==> src/rtl/cpu_ctrl_if.sv <==
// Controller-to-datapath bus: instruction-memory read port plus ALU operand/result lanes.
// The controller drives the master side; imem and ALU models sit on the slave side.
interface cpu_ctrl_if;
  logic        imem_en;
  logic [7:0]  imem_addr;
  logic [15:0] imem_rdata;
  logic [3:0]  alu_func;
  logic [7:0]  alu_a;
  logic [7:0]  alu_b;
  logic [7:0]  alu_result;
  logic [3:0]  alu_flags;

  modport master (
    output imem_en, imem_addr, alu_func, alu_a, alu_b,
    input  imem_rdata, alu_result, alu_flags
  );

  modport slave (
    input  imem_en, imem_addr, alu_func, alu_a, alu_b,
    output imem_rdata, alu_result, alu_flags
  );
endinterface

==> src/rtl/cpu_ctrl.sv <==
// Multi-cycle CPU controller: FETCH/DECODE/EXEC/WB, 4 cycles per instruction, owns PC and 4x8 regfile.
// No backpressure: imem must return data the cycle after imem_en; the ALU is purely combinational.
module cpu_ctrl #(
  parameter logic [7:0] START_PC = 8'd0
) (
  input  logic        clk,
  input  logic        rst,
  input  logic        start,
  output logic        busy,
  output logic        halted,
  output logic        retire,
  input  logic [1:0]  dbg_sel,
  output logic [7:0]  dbg_data,
  cpu_ctrl_if.master  bus
);

  localparam logic [3:0] ADD  = 4'd0;
  localparam logic [3:0] SUB  = 4'd1;
  localparam logic [3:0] MUL  = 4'd2;
  localparam logic [3:0] DIV  = 4'd3;
  localparam logic [3:0] LDI  = 4'd4;
  localparam logic [3:0] BNE  = 4'd5;
  localparam logic [3:0] BEQ  = 4'd6;
  localparam logic [3:0] MOV  = 4'd7;
  localparam logic [3:0] HALT = 4'd15;

  typedef enum logic [2:0] {
    IDLE   = 3'd0,
    FETCH  = 3'd1,
    DECODE = 3'd2,
    EXEC   = 3'd3,
    WB     = 3'd4,
    HALTED = 3'd5
  } state_t;

  state_t      state, nxt;
  logic [7:0]  pc;
  logic [15:0] ir;
  logic [7:0]  rf [4];
  logic [7:0]  res;
  logic [3:0]  flg;

  logic [3:0]  op;
  logic [1:0]  rd, rs;
  logic [7:0]  imm;

  logic        en_c;
  logic [3:0]  func_c;
  logic [7:0]  a_c, b_c;

  assign op  = ir[15:12];
  assign rd  = ir[11:10];
  assign rs  = ir[9:8];
  assign imm = ir[7:0];

  always_ff @(posedge clk) begin
    if (rst) begin
      state <= IDLE;
      pc    <= START_PC;
      ir    <= 16'd0;
      res   <= 8'd0;
      flg   <= 4'd0;
      for (int i = 0; i < 4; i++) rf[i] <= 8'd0;
    end else begin
      state <= nxt;
      case (state)
        IDLE, HALTED: if (start) pc <= START_PC;
        DECODE:       ir <= bus.imem_rdata;
        EXEC: begin
          res <= bus.alu_result;
          flg <= bus.alu_flags;
        end
        WB: begin
          case (op)
            ADD, SUB, MUL, DIV, LDI, MOV: begin
              rf[rd] <= res;
              pc     <= pc + 8'd1;
            end
            // flags==0 means the ALU found the branch condition true
            BNE, BEQ: pc <= (flg == 4'd0) ? imm : pc + 8'd1;
            HALT:     pc <= pc;
            default:  pc <= pc + 8'd1;
          endcase
        end
        default: ;
      endcase
    end
  end

  always_comb begin
    nxt    = state;
    en_c   = 1'b0;
    func_c = HALT;
    a_c    = 8'd0;
    b_c    = 8'd0;
    retire = 1'b0;
    case (state)
      IDLE:   if (start) nxt = FETCH;
      FETCH: begin
        en_c = 1'b1;
        nxt  = DECODE;
      end
      DECODE: nxt = EXEC;
      EXEC: begin
        nxt = WB;
        case (op)
          ADD, SUB, MUL, DIV, BNE, BEQ: begin
            func_c = op;
            a_c    = rf[rd];
            b_c    = rf[rs];
          end
          LDI: begin
            func_c = LDI;
            b_c    = imm;
          end
          MOV: begin
            func_c = MOV;
            b_c    = rf[rs];
          end
          default: ;
        endcase
      end
      WB: begin
        retire = 1'b1;
        nxt    = (op == HALT) ? HALTED : FETCH;
      end
      HALTED: if (start) nxt = FETCH;
      default: nxt = IDLE;
    endcase
  end

  assign busy          = (state == FETCH) || (state == DECODE) || (state == EXEC) || (state == WB);
  assign halted        = (state == HALTED);
  assign dbg_data      = rf[dbg_sel];
  assign bus.imem_en   = en_c;
  assign bus.imem_addr = pc;
  assign bus.alu_func  = func_c;
  assign bus.alu_a     = a_c;
  assign bus.alu_b     = b_c;

endmodule

==> src/flat_wrapper.sv <==
// flat-port wrapper written by rule: the top's interface ports become plain ports
module cpu_ctrl_flat 
#(
  parameter logic [7:0] START_PC = 8'd0
)
  (clk, rst, start, busy, halted, retire, dbg_sel, dbg_data, bus_imem_en, bus_imem_addr, bus_alu_func, bus_alu_a, bus_alu_b, bus_imem_rdata, bus_alu_result, bus_alu_flags);
  cpu_ctrl_if bus_i ();
  input  logic clk;
  input  logic rst;
  input  logic start;
  output logic busy;
  output logic halted;
  output logic retire;
  input  logic [1:0] dbg_sel;
  output logic [7:0] dbg_data;
  output wire logic [$bits(bus_i.imem_en)-1:0] bus_imem_en;
  output wire logic [$bits(bus_i.imem_addr)-1:0] bus_imem_addr;
  output wire logic [$bits(bus_i.alu_func)-1:0] bus_alu_func;
  output wire logic [$bits(bus_i.alu_a)-1:0] bus_alu_a;
  output wire logic [$bits(bus_i.alu_b)-1:0] bus_alu_b;
  input wire logic [$bits(bus_i.imem_rdata)-1:0] bus_imem_rdata;
  input wire logic [$bits(bus_i.alu_result)-1:0] bus_alu_result;
  input wire logic [$bits(bus_i.alu_flags)-1:0] bus_alu_flags;
  assign bus_imem_en = bus_i.imem_en;
  assign bus_imem_addr = bus_i.imem_addr;
  assign bus_alu_func = bus_i.alu_func;
  assign bus_alu_a = bus_i.alu_a;
  assign bus_alu_b = bus_i.alu_b;
  assign bus_i.imem_rdata = bus_imem_rdata;
  assign bus_i.alu_result = bus_alu_result;
  assign bus_i.alu_flags = bus_alu_flags;
  cpu_ctrl #(.START_PC(START_PC)) u_core (.clk(clk), .rst(rst), .start(start), .busy(busy), .halted(halted), .retire(retire), .dbg_sel(dbg_sel), .dbg_data(dbg_data), .bus(bus_i));
endmodule
==> config.mk <==
export PLATFORM = sky130hd
export DESIGN_NAME = cpu_ctrl_flat
export DESIGN_NICKNAME = d
export VERILOG_FILES = /design/src/rtl/cpu_ctrl_if.sv /design/src/rtl/cpu_ctrl.sv /design/src/flat_wrapper.sv
export SDC_FILE = /design/constraint.sdc
export NUM_CORES = 1
export LEC_CHECK = 0
export CAP_MARGIN = 25
export CORE_MARGIN = 10
export CORE_UTILIZATION = 52
export DETAILED_ROUTE_END_ITERATION = 7
export GPL_TIMING_DRIVEN = 0
export PLACE_DENSITY = 0.86
export SLEW_MARGIN = 20
export SYNTH_ARGS = -nofsm -noshare
export SYNTH_HDL_FRONTEND = slang
export SYNTH_SLANG_ARGS = --single-unit
==> constraint.sdc <==
create_clock -name clk -period 3 [get_ports clk]
set_input_delay 0.45 -clock clk [delete_from_list [all_inputs] [get_ports clk]]
set_output_delay 0.45 -clock clk [all_outputs]
set_load 0.01 [all_outputs]
==> results of run 1 <==
-- cell families (layout without fill, tap and decap cells) --
kind of cell / Yosys count / after routing / share of synthesized area, %
fa+ha+maj: 1 / 1 / 0.325
compound gates: 59 / 59 / 9.79
buf+inv: 35 / 119 / 3.80
flops: 75 / 75 / 47.3
simple gates: 162 / 162 / 22.0
mux: 32 / 32 / 16.1
xor+xnor: 2 / 2 / 0.651
-- metrics by stage --
| step | instance area, um^2 | util, % | total power (W) | worst slack [ps] |
|---|---|---|---|---|
| 3_5_place_dp | 4670 | 64.8 | 0.00144 | 94.0 |
| 6_report | 4890 | 67.7 | 0.00215 | 99.6 |
| 4_1_cts | 4860 | 67.4 | 0.00215 | 34.2 |
| 5_1_grt | 4890 | 67.7 | 0.00222 | 18.8 |
| 3_3_place_gp | 4670 | 64.8 | 0.00143 | 176 |
| 2_1_floorplan | 3850 | - | 0.00131 | 907 |
-- Yosys cell counts (8+ instances only) --
master / count / area [um^2]
nor2b_1: 9 / 56.3
mux4_2: 24 / 541
nor2_1: 21 / 78.8
nand2_1: 64 / 240
clkbuf_1: 14 / 52.6
dfxtp_1: 43 / 861
a21oi_1: 32 / 160
buf_2: 9 / 45.0
and2_1: 33 / 206
mux2i_1: 8 / 80.1
edfxtp_1: 32 / 961
a22oi_1: 8 / 60.1
-- worst max-delay path, stage by stage, from the launching register on --
cell	delay, ps
dfxtp_1	330
clkbuf_4	200
nand3b_1	140
or2_2	300
buf_2	190
a21o_4	250
nor2b_1	140
clkdlybuf4s50_1	550
-- routing by layer --
metal  global-route usage [%]  share of wire, %  vias to the layer above
met4                     8.51               2.4                        0
met2                     30.8                52                      180
met1                     20.9                37                     1493
met3                     4.23               7.9                       28
li1                         -                 -                     1471
met5                        0                 0                        -
-- cells in the final DEF (no fill, tap or decap), drive strengths merged, types with 2 or more instances in the layout --
| master | n |
|---|---|
| dlymetal6s2s | 4 |
| a22oi | 8 |
| inv | 10 |
| a2111oi | 2 |
| a31oi | 6 |
| nor3b | 2 |
| or2 | 7 |
| nor2b | 9 |
| nand3 | 2 |
| dfxtp | 43 |
| nor4b | 2 |
| mux2i | 8 |
| clkbuf | 24 |
| nor3 | 3 |
| and2 | 33 |
| buf | 13 |
| edfxtp | 32 |
| and3b | 2 |
| a21oi | 32 |
| nand2b | 2 |
| nand4 | 3 |
| mux4 | 24 |
| nor2 | 21 |
| nand2 | 64 |
| nor4 | 2 |
| o22ai | 6 |
| clkdlybuf4s50 | 66 |
| or3 | 6 |
-- state kept, by name, summed over array words and instances (netlist names), named ones only --
signal / cells
u_core.bus.imem_addr: 8
u_core.flg: 4
u_core.ir: 16
u_core.res: 8
u_core.rf: 32
u_core.state: 3
-- layout make-up --
| cell class | count | area (um^2) |
|---|---|---|
| plain buffers | 25 | 111 |
| repair buffers | 71 | 718 |
| clock buffers | 11 | 153 |
| inverters | 7 | 26.3 |
| multi-input cells | 256 | 1900 |
| well taps | 99 | 124 |
| clock inverters | 5 | 33.8 |
| flip-flops and latches | 75 | 1820 |
| fillers | 535 | 2330 |
-- how the worst max path moves through the flow --
stage	start	cells after the start	endpoint	slack (ps)
3_3_place_gp	u_core.state[2]	7	bus_alu_a[7]	180
5_1_grt	u_core.state[0]	7	bus_alu_a[1]	20
6_report	u_core.state[0]	7	bus_alu_a[7]	100
2_1_floorplan	u_core.state[2]	6	bus_alu_a[0]	910
3_5_place_dp	u_core.state[2]	7	bus_alu_a[7]	90
4_1_cts	u_core.state[0]	7	bus_alu_a[7]	30
-- repair_timing --
item	in CTS	in global routing
gates resized for setup	1	9
buffers inserted	1	0
setup endpoints to repair	11	12
-- power by group --
group | total (W) | switching (W) | internal [W]
combinational | 0.000291 | 0.000139 | 0.000152
clock | 0.000723 | 0.000370 | 0.000353
sequential | 0.00113 | 0.0000364 | 0.00110
total | 0.00215 | 0.000546 | 0.00160
==> results.cfg, run 1 <==
[final_layout]
final_nets = 479
n_antenna_cell = 0
drive_gt1_share_pct = 14.9
syn_to_final_growth_pct = 27.0
fin_cells = 549

[worst_hold_path]
hold_path_end = u_core.flg[0]
hp-class = flip-flop to flip-flop
min_path_cells = 2
hp-start = u_core.flg[0]

[routing]
post_drt_wl_per_cell_um = 19.2
drc = 0
drt_iter0_drc = 285
vias = 3172
totalWireLength_mm = 10.5
drtPass1Iterations = 6
vias_per_cell = 5.78
ant_nets = 0

[floorplan]
top_level_ports = 73
die_area_mm2 = 0.0112
die_y_um = 106
start_util_pct = 53.3
coreArea_mm2 = 0.00721
die-width_um = 106
rows = 31

[global_routing]
track_usage_pct = 18.0
grt-ovfl-total = 0
antenna_found_initial = 0
grt_pass1_wl_mm = 16.4
grt_max_degree = 15
grt_pass1_vias = 3191

[worst_setup_path]
r2r-start = u_core.state[2]
path_class = flip-flop to output port
start_kind = flip-flop
rr_worst_depth = 5
r2r_end = u_core.rf[0][5]
cp.arrival_ps = 2450
rrSetupSlack_ps = 310
required_ps = 2550
cp_max_fo = 10
cp-end-kind = output port

[yosys]
syn_inst = 366
syn_nets = 400
ys_types = 44
synth_edf_count = 32
ys_seq_elements = 75
syn_area_per_cell_um2 = 10.5
ys_warn_count = 0
synth_seq_area_share_pct = 47.3
async_flop_share_pct = 0
synth.cell_area_mm2 = 0.00385
synth_ff_type = dfxtp_1

[power]
peakVddDrop_v = 0.000215
leakagePower_nw = 1.76
p_per_area_mw_per_mm2 = 440

[timing]
worst_hold_slack_ps = 464
fmax_mhz = 345
report.final.setup_viol = 0
rsz0062_at_grt = no
fin_worst_skew_ps = 12.3
tightest_slew_ps = 807
slew_viol_final = 0
fin_tns_setup_ps = 0
post-route-period-util_pct = 96.7
min_period_ps = 2900
slew-limit-headroom_pct = 46.1
hold_viol = 0

[clock_network]
cts.sinks = 75
cts-root-buf = clkbuf_8
clock_path_buffers = 2
cts_tree = built
htreeDepth = 3
numCtsBuffers = 9
clk_pin_slew_ps = 70
holdBufCountCts = 0
clk_latency_ps = 350

[placed_design]
dp_hpwl_mm = 7.71
portBuffers = 70
numPlacedInstances = 535
place_congestion = 0.924

[flow_run]
max_cap_violations = 0

[outcome]
status = completed
(Power assumes the default switching activity.)
==> inputs of run 2 (changes only) <==
--- a/config.mk
+++ b/config.mk
@@ -6,11 +6,12 @@
 export NUM_CORES = 1
 export LEC_CHECK = 0
 export CAP_MARGIN = 25
+export CORE_ASPECT_RATIO = 1.1
 export CORE_MARGIN = 10
-export CORE_UTILIZATION = 52
+export CORE_UTILIZATION = 30
 export DETAILED_ROUTE_END_ITERATION = 7
 export GPL_TIMING_DRIVEN = 0
-export PLACE_DENSITY = 0.86
+export PLACE_DENSITY = 0.57
 export SLEW_MARGIN = 20
 export SYNTH_ARGS = -nofsm -noshare
 export SYNTH_HDL_FRONTEND = slang
==> run 2 against run 1 <==
Net effect:
- flip-flop and latch count did not move
- clock-buffer cell count fell by 1
- critical path depth fell by 3
- non-clock buffer count rose by 1
- cell count rose by 11%
- critical path type unchanged
- largest power group unchanged
==> results.cfg, run 2 (synthesized netlist as in run 1, its figures left out) <==
[outcome]
status = completed

[worst_setup_path]
rrSetupSlack_ps = 360
slowest_delay_ps = 600
rr_worst_depth = 5
cp-end-kind = output port
crit_path_top_delay_cell = mux4_2
path_cells = buf_1, mux4_2, nor2b_1, clkdlybuf4s50_1
r2r_end = u_core.rf[0][4]
r2r-start = u_core.state[2]
cp.arrival_ps = 2420
start_kind = flip-flop
cp_max_fo = 8
path_class = flip-flop to output port
required_ps = 2550
cp-endpoint = bus_alu_a[2]

[worst_hold_path]
hp-class = flip-flop to flip-flop

[final_layout]
layout_common_cells = clkdlybuf4s50_1 (70), nand2_1 (64), dfxtp_1 (41), and2_1 (33)
largest_reg_flops = 32
fin_area_mm2 = 0.00507
layout_commonest_cell = clkdlybuf4s50_1
regMostFlops = u_core.rf
n_antenna_cell = 0
top_regs = u_core.rf x32, u_core.ir x16
drive_gt1_share_pct = 14.6
fin_cells = 608
syn_to_final_growth_pct = 31.7
final_nets = 480

[timing]
fin_worst_skew_ps = 5.38
finalWorstSetupSlack_ps = 132
worst_hold_slack_ps = 451
fmax_mhz = 349
slew-limit-headroom_pct = 42.9
report.final.setup_viol = 0
hold_viol = 0
rsz0062_at_grt = no
slew_viol_final = 0
tightest_slew_ps = 855
min_period_ps = 2870
post-route-period-util_pct = 95.6
fin_tns_setup_ps = 0

[clock_network]
clock_path_buffers = 2
htreeDepth = 3
numCtsBuffers = 9
clk_pin_slew_ps = 60
cts.sinks = 75
clk_latency_ps = 330
cts-root-buf = clkbuf_16
holdBufCountCts = 0
cts_tree = built

[floorplan]
die_area_mm2 = 0.0178
rows = 43
start_util_pct = 30.6
coreArea_mm2 = 0.0126
top_level_ports = 73
die-width_um = 128
die_y_um = 139

[power]
peakVddDrop_v = 0.000290
leakagePower_nw = 1.74
p_per_area_mw_per_mm2 = 494

[placed_design]
dpl_cell_area_mm2 = 0.00474
pre_cts_slack_ps = 108
portBuffers = 70
place_congestion = 0.764
dp_hpwl_mm = 8.02
numPlacedInstances = 593

[routing]
ant_nets = 0
drt_iter0_drc = 121
vias_per_cell = 4.81
totalWireLength_mm = 10.4
drc = 0
drtPass1Iterations = 4
post_drt_wl_per_cell_um = 17.2
vias = 2926

[global_routing]
antenna_found_initial = 0
track_usage_pct = 11.7
grt_max_degree = 14
grt_pass1_vias = 3019
grt-ovfl-total = 0
grt_pass1_wl_mm = 16.3

[flow_run]
max_cap_violations = 0
## run 2: cell types whose count changed in the layout (fill, tap and decap cells not counted), sizes merged
| cell | change |
|---|---|
| dlymetal6s2s | -4 |
| inv | -2 |
| bufinv | +1 |
| buf | +2 |
| clkinvlp | -1 |
| clkdlybuf4s50 | +4 |
| clkinv | +3 |
| clkbuf | -2 |
## run 2: per-layer routing
layer / routed length [um] / up-vias / track usage, %
met1: 4310 / 1384 / 13.5
li1: - / 1473 / -
met2: 5360 / 58 / 20.0
met3: 581 / 11 / 2.72
met4: 194 / 0 / 5.34
met5: 0 / - / 0
## run 2: critical path, delay by kind of cell (launching register included)
family | cells | cell delay [ps]
buffers and inverters | 2 | 1040
flip-flops | 1 | 300
multiplexers | 1 | 600
AND/OR/NAND/NOR | 1 | 140
## run 2: final cells by class
| type | count | area (um^2) |
|---|---|---|
| fillers | 1259 | 7520 |
| multi-input cells | 256 | 1900 |
| flip-flops and latches | 75 | 1820 |
| repair buffers | 71 | 708 |
| clock buffers | 10 | 239 |
| well taps | 157 | 196 |
| plain buffers | 26 | 115 |
| clock inverters | 6 | 63.8 |
| inverters | 7 | 26.3 |
## run 2: how the worst min path moves through the flow
stage	startpoint	to	depth (start not counted)
finish	u_core.ir[8]	flip-flop	2
global route	u_core.ir[8]	flip-flop	2
CTS	u_core.ir[8]	u_core.ir[8]	2
detailed placement	u_core.ir[8]	flip-flop	2
global placement	u_core.flg[2]	u_core.flg[2]	2
floorplan	u_core.ir[8]	flip-flop	2
## run 2: timing repair
| item | CTS | global route |
|---|---|---|
| buffers inserted | 1 | 0 |
| endpoints found under the setup margin | 14 | 10 |
| gates cloned | 0 | 0 |
| gates resized for setup | 2 | 4 |
## run 2: where the power goes
group | switching, W | internal, W | leakage (nW) | total [W]
clock network | 0.000414 | 0.000666 | 0.148 | 0.00108
registers | 0.0000290 | 0.00110 | 0.680 | 0.00113
logic | 0.000144 | 0.000153 | 0.915 | 0.000297
total | 0.000587 | 0.00192 | 1.74 | 0.00250
## run 2: per-stage QoR
stage / power, W / utilization, %
after global placement: 0.00144 / 37.7
after detailed placement: 0.00145 / 37.7
after floorplan: 0.00131 / -
after CTS: 0.00253 / 40.1
final: 0.00250 / 40.3
after global routing: 0.00259 / 40.3
==> inputs of run 3 (changes only) <==
--- a/config.mk
+++ b/config.mk
@@ -10,6 +10,7 @@
 export CORE_MARGIN = 10
 export CORE_UTILIZATION = 30
 export DETAILED_ROUTE_END_ITERATION = 7
+export GPL_ROUTABILITY_DRIVEN = 1
 export GPL_TIMING_DRIVEN = 0
 export PLACE_DENSITY = 0.57
 export SLEW_MARGIN = 20
==> results of run 3 <==
The final DEF is identical to that of run 2; final timing and power are the same.
